<file path="config.mk">
export PLATFORM = sky130hd
export DESIGN_NAME = rr_decoder_arbiter
export DESIGN_NICKNAME = d
export VERILOG_FILES = /design/src/rtl/rr_decoder_arbiter.sv
export SDC_FILE = /design/constraint.sdc
export NUM_CORES = 1
export LEC_CHECK = 0
export ABC_AREA = 1
export CAP_MARGIN = 15
export CORE_MARGIN = 2
export CORE_UTILIZATION = 40
export CTS_CLUSTER_SIZE = 40
export DETAILED_ROUTE_END_ITERATION = 8
export HOLD_SLACK_MARGIN = 0.03
export PLACE_DENSITY_LB_ADDON = 0.12
export SYNTH_ARGS = -nofsm -noshare
export SYNTH_HDL_FRONTEND = slang
export SYNTH_SLANG_ARGS = --single-unit
</file>
<file path="constraint.sdc">
create_clock -name iClk -period 5.9 [get_ports iClk]
set_input_delay 1.18 -clock iClk [delete_from_list [all_inputs] [get_ports iClk]]
set_output_delay 1.18 -clock iClk [all_outputs]
set_load 0.005 [all_outputs]
</file>
<file path="src/rtl/rr_decoder_arbiter.sv">
// Round-robin arbiter over 32 level-sensitive requesters with registered one-hot grant.
// Optional hold-time limit enabled by defining ARB_TIMEOUT_EN (limit set by HOLD_MAX).
module rr_decoder_arbiter #(
    parameter int unsigned HOLD_MAX = 15
) (
    input  logic        iClk,
    input  logic        iRst,
    input  logic        iEna,
    input  logic [31:0] iReq,
    output logic [31:0] oGnt,
    output logic [4:0]  oGntIdx,
    output logic        oValid
);

    typedef enum logic {
        IDLE  = 1'b0,
        GRANT = 1'b1
    } state_t;

    state_t      state, state_n;
    logic [4:0]  ptr, ptr_n;
    logic [4:0]  idx, idx_n;
    logic [31:0] gnt, gnt_n;
    logic [31:0] others;
    logic [5:0]  pick_first, pick_next;
    logic        release_grant;
    logic        timeout_hit;
    logic        load_grant;

    if (HOLD_MAX < 1 || HOLD_MAX > 255) begin : g_hold_range
        $error("HOLD_MAX must be within 1..255");
    end

    // Returns {found, index} of the first set bit walking upward from start with wrap.
    function automatic logic [5:0] pick(input logic [31:0] req, input logic [4:0] start);
        logic [5:0] res;
        logic [4:0] k;
        res = '0;
        for (int i = 31; i >= 0; i--) begin
            k = start + 5'(i);
            if (req[k]) res = {1'b1, k};
        end
        return res;
    endfunction

    assign others     = iReq & ~(32'd1 << idx);
    assign pick_first = pick(iReq, ptr);
    assign pick_next  = pick(others, idx + 5'd1);

`ifdef ARB_TIMEOUT_EN
    logic [7:0] hold_cnt;

    // hold_cnt lags the number of granted cycles by one, hence the HOLD_MAX-1 compare.
    assign timeout_hit = (hold_cnt >= 8'(HOLD_MAX - 1)) && (others != '0);

    always_ff @(posedge iClk) begin
        if (iRst || load_grant) begin
            hold_cnt <= '0;
        end else if (state == GRANT && hold_cnt < 8'(HOLD_MAX)) begin
            hold_cnt <= hold_cnt + 8'd1;
        end
    end
`else
    assign timeout_hit = 1'b0;
`endif

    assign release_grant = !iReq[idx] || timeout_hit;

    always_comb begin
        state_n    = state;
        ptr_n      = ptr;
        idx_n      = idx;
        load_grant = 1'b0;
        case (state)
            IDLE: begin
                if (iEna && iReq != '0) begin
                    state_n    = GRANT;
                    idx_n      = pick_first[4:0];
                    load_grant = 1'b1;
                end
            end
            GRANT: begin
                if (!iEna) begin
                    state_n = IDLE;
                    idx_n   = '0;
                end else if (release_grant) begin
                    // Released requester is masked out so it cannot win its own handover.
                    ptr_n = idx + 5'd1;
                    if (pick_next[5]) begin
                        idx_n      = pick_next[4:0];
                        load_grant = 1'b1;
                    end else begin
                        state_n = IDLE;
                        idx_n   = '0;
                    end
                end
            end
            default: begin
                state_n = IDLE;
                idx_n   = '0;
            end
        endcase
        gnt_n = (state_n == GRANT) ? (32'd1 << idx_n) : '0;
    end

    always_ff @(posedge iClk) begin
        if (iRst) begin
            state <= IDLE;
            ptr   <= '0;
            idx   <= '0;
            gnt   <= '0;
        end else begin
            state <= state_n;
            ptr   <= ptr_n;
            idx   <= idx_n;
            gnt   <= gnt_n;
        end
    end

    assign oValid  = (state == GRANT);
    assign oGntIdx = idx;
    assign oGnt    = gnt;

endmodule

</file>
==> results.md <==
- R2R setup slack: 0.55 ns
- Req. time, crit path: 6.07 ns
- Synth Instances: 2,053
- Avg WL per Cell: 19.8 um
- Drt first pass iters: 7
- Num rows: 59
- Synth warnings: 0
- Crit path top cell by count: nand2_1
- Reg2reg start: oGntIdx[0]
- CTS Buf Count: 5
- Asr flop ratio synth: 0
- Hold_buf cts: 0
- Pin count of the biggest net entering global routing: between 50 and 60
- PortBufs: 72
- Iteration-0 DRC Markers: between 1.5k and 2k
- Startpoint class of the critical path: primary input
- Critical Path AT: between 5 and 6 ns
- Fin nets: 2,171
- Die Ht: 165 um
- CP bufs+invs: 3
- Starting Density: 0.403
- Remaining Overflow, GRT: 0
- Headroom to the max-slew limit: 0.194
- Yosys reg bits: 43
- Worst min path class: flip-flop to flip-flop
- Clk buf depth: 2
- Crit-path leading delay family: simple AND/OR/NAND/NOR gates
- CP Capture Type: flip-flop
- Vias per cell: 5.80
- DRC: 0
- Clk root buf: clkbuf_16
- Synth Net Count: around 2.1k
- Critical path fanouts, max: 16
- WL final: 48,200 um
- Die area: ~27,000 sq um
- Critical path class: primary input to flip-flop
- Syn avg cell area: 5.07 sq um
- Setup crit start: iReq[10]
- Post-route ant nets: 0
- Clk sinks: 43
- Max-cap violation count: 0
- Status: complete, no violations
- First-pass GRT wire length: approximately 70,000 um
- Minimum clock period: 5.50 ns
- Clk_lat worst skew: 0.29 ns
- Share of cells above drive strength 1: 0.0651
- Area grow syn2layout: 13.5%
- Die X: 165 um
- Fin Hold WS: 0.569 ns
- GP Congestion: 1.01
- Hold Violations, Final: 0
- I/O pin cnt: 73
- Fmax: 182 MHz
- Worst R2R End: oGnt[11]
- Vias in the first global route: roughly 12k
- Cell Area, Synth: 10,400 sq um
- H-Tree Depth: 2
- Stages on the worst setup path: 42
- Pins over their slew limit: 0
- Post-synth cell types: 47
- Crit path to: oGnt[22]
- Max incr delay on CP: 0.70 ns
- CP max stage cell: clkdlybuf4s50_1
- Core Area: 25,800 sq um
- Final Cycle Share: 0.933
- Number of synthesized flops with an enable pin: 0
- Final setup vio count: 0
- Vias: ~14k
- Worst Tran Pin Value: 1.20 ns
- Post-DP HPWL: 38,100 um
- Antenna violations before repair: 0
- Primary FF master, synth: dfxtp_1
- Final instance area: roughly 12,000 sq um
- TritonCTS clock tree: built
- R2R depth: 50
- All-Layer GR Usage: 0.340
- Sequential-to-total area share from yosys stat: 0.0826
- DP Area: 11,500 sq um
- Diode count: 0
- Clock slew at reported path FFs: 0.06 ns
- Clock skew: between 0.008 and 0.009 ns
flip-flops by register name, summed over array words and instances, names as in the netlist:
register,count
oValid,1
ptr,5
oGntIdx,5
oGnt,32
final cells by class:
class | instances | area, sq um
multi-input cells | 1734 | 8480
clock inverters | 2 | 37.5
inverters | 194 | 732
flip-flops and latches | 43 | 862
fillers | 2982 | 14000
repair buffers | 127 | 1170
clock buffers | 5 | 125
well taps | 335 | 419
placed cells by master, fill, tap and decap left out, types with 24 or more instances in the layout:
cell,instances
nor2_1,109
a21oi_1,241
dfxtp_1,42
o21ai_0,43
nand3_1,409
buf_4,52
clkdlybuf4s50_1,66
nand2_1,715
inv_1,169
ha_1,28
a31oi_1,24
Yosys cell counts, types with 5 or more instances:
cell type	count	area, sq um
xnor2_1	5	43.8
a21oi_1	241	1210
nand2_2	10	62.6
nand2_1	715	2680
buf_1	10	37.5
o21ai_1	14	70.1
a31oi_1	24	150
o21ai_2	6	52.6
xor2_1	22	193
o21ai_0	44	220
inv_1	171	642
buf_4	9	67.6
ha_1	31	388
or2_2	8	50.1
nor2_1	109	409
nor3_1	5	25.0
o21a_1	8	60.1
dfxtp_1	43	861
nand3_1	409	2050
o211ai_1	7	52.6
inv_2	21	78.8
nor4_1	15	93.8
clkbuf_1	30	113
nand4_1	23	144
buf_2	31	155
cell families after synthesis:
logic type | share of synthesized area
AOI/OAI and AO/OA | 0.189
and+or+nand+nor | 0.539
adders and majority gates | 0.0372
xor gates and xnor gates | 0.0432
buffers and inverters | 0.109
DFF | 0.0826
through the flow:
step | setup slack, ns | instances | util | setup TNS, ns
after floorplan | 0.00109 | 2053 | - | 0
after global placement | 0.0955 | 2426 | 0.446 | 0
after detailed placement | 0.117 | 2426 | 0.446 | 0
after CTS | 0.296 | 2433 | 0.452 | 0
after global routing | -0.0156 | 2440 | 0.458 | -0.0159
final | 0.398 | 2440 | 0.458 | 0
per-layer routing:
metal | part of all wire | up-vias | global-route usage
li1 | - | 6953 | -
met1 | 0.46 | 6369 | 0.498
met2 | 0.41 | 750 | 0.505
met3 | 0.11 | 87 | 0.0729
met4 | 0.023 | 0 | 0.0764
met5 | 0 | - | 0
what timing repair did:
action	in CTS	in global routing
endpoints found under the hold margin	0	0
resized for setup	0	21
buffers inserted	0	7
endpoints found under the setup margin	0	33
worst min path at each step:
| stage | startpoint | endpoint | slack, ns | depth (start not counted) |
|---|---|---|---|---|
| after floorplan | oValid | oValid | 0.66 | 2 |
| after global placement | oGntIdx[0] | ptr[0] | 0.55 | 1 |
| after detailed placement | oGntIdx[0] | ptr[0] | 0.54 | 1 |
| after CTS | oGntIdx[0] | ptr[0] | 0.56 | 1 |
| after global routing | oGntIdx[0] | ptr[0] | 0.58 | 1 |
| final | oGntIdx[0] | ptr[0] | 0.57 | 1 |
Power is left out: the tool's default activity adds up to more than one toggle a clock period on the data nets, which glitch-free logic cannot reach.
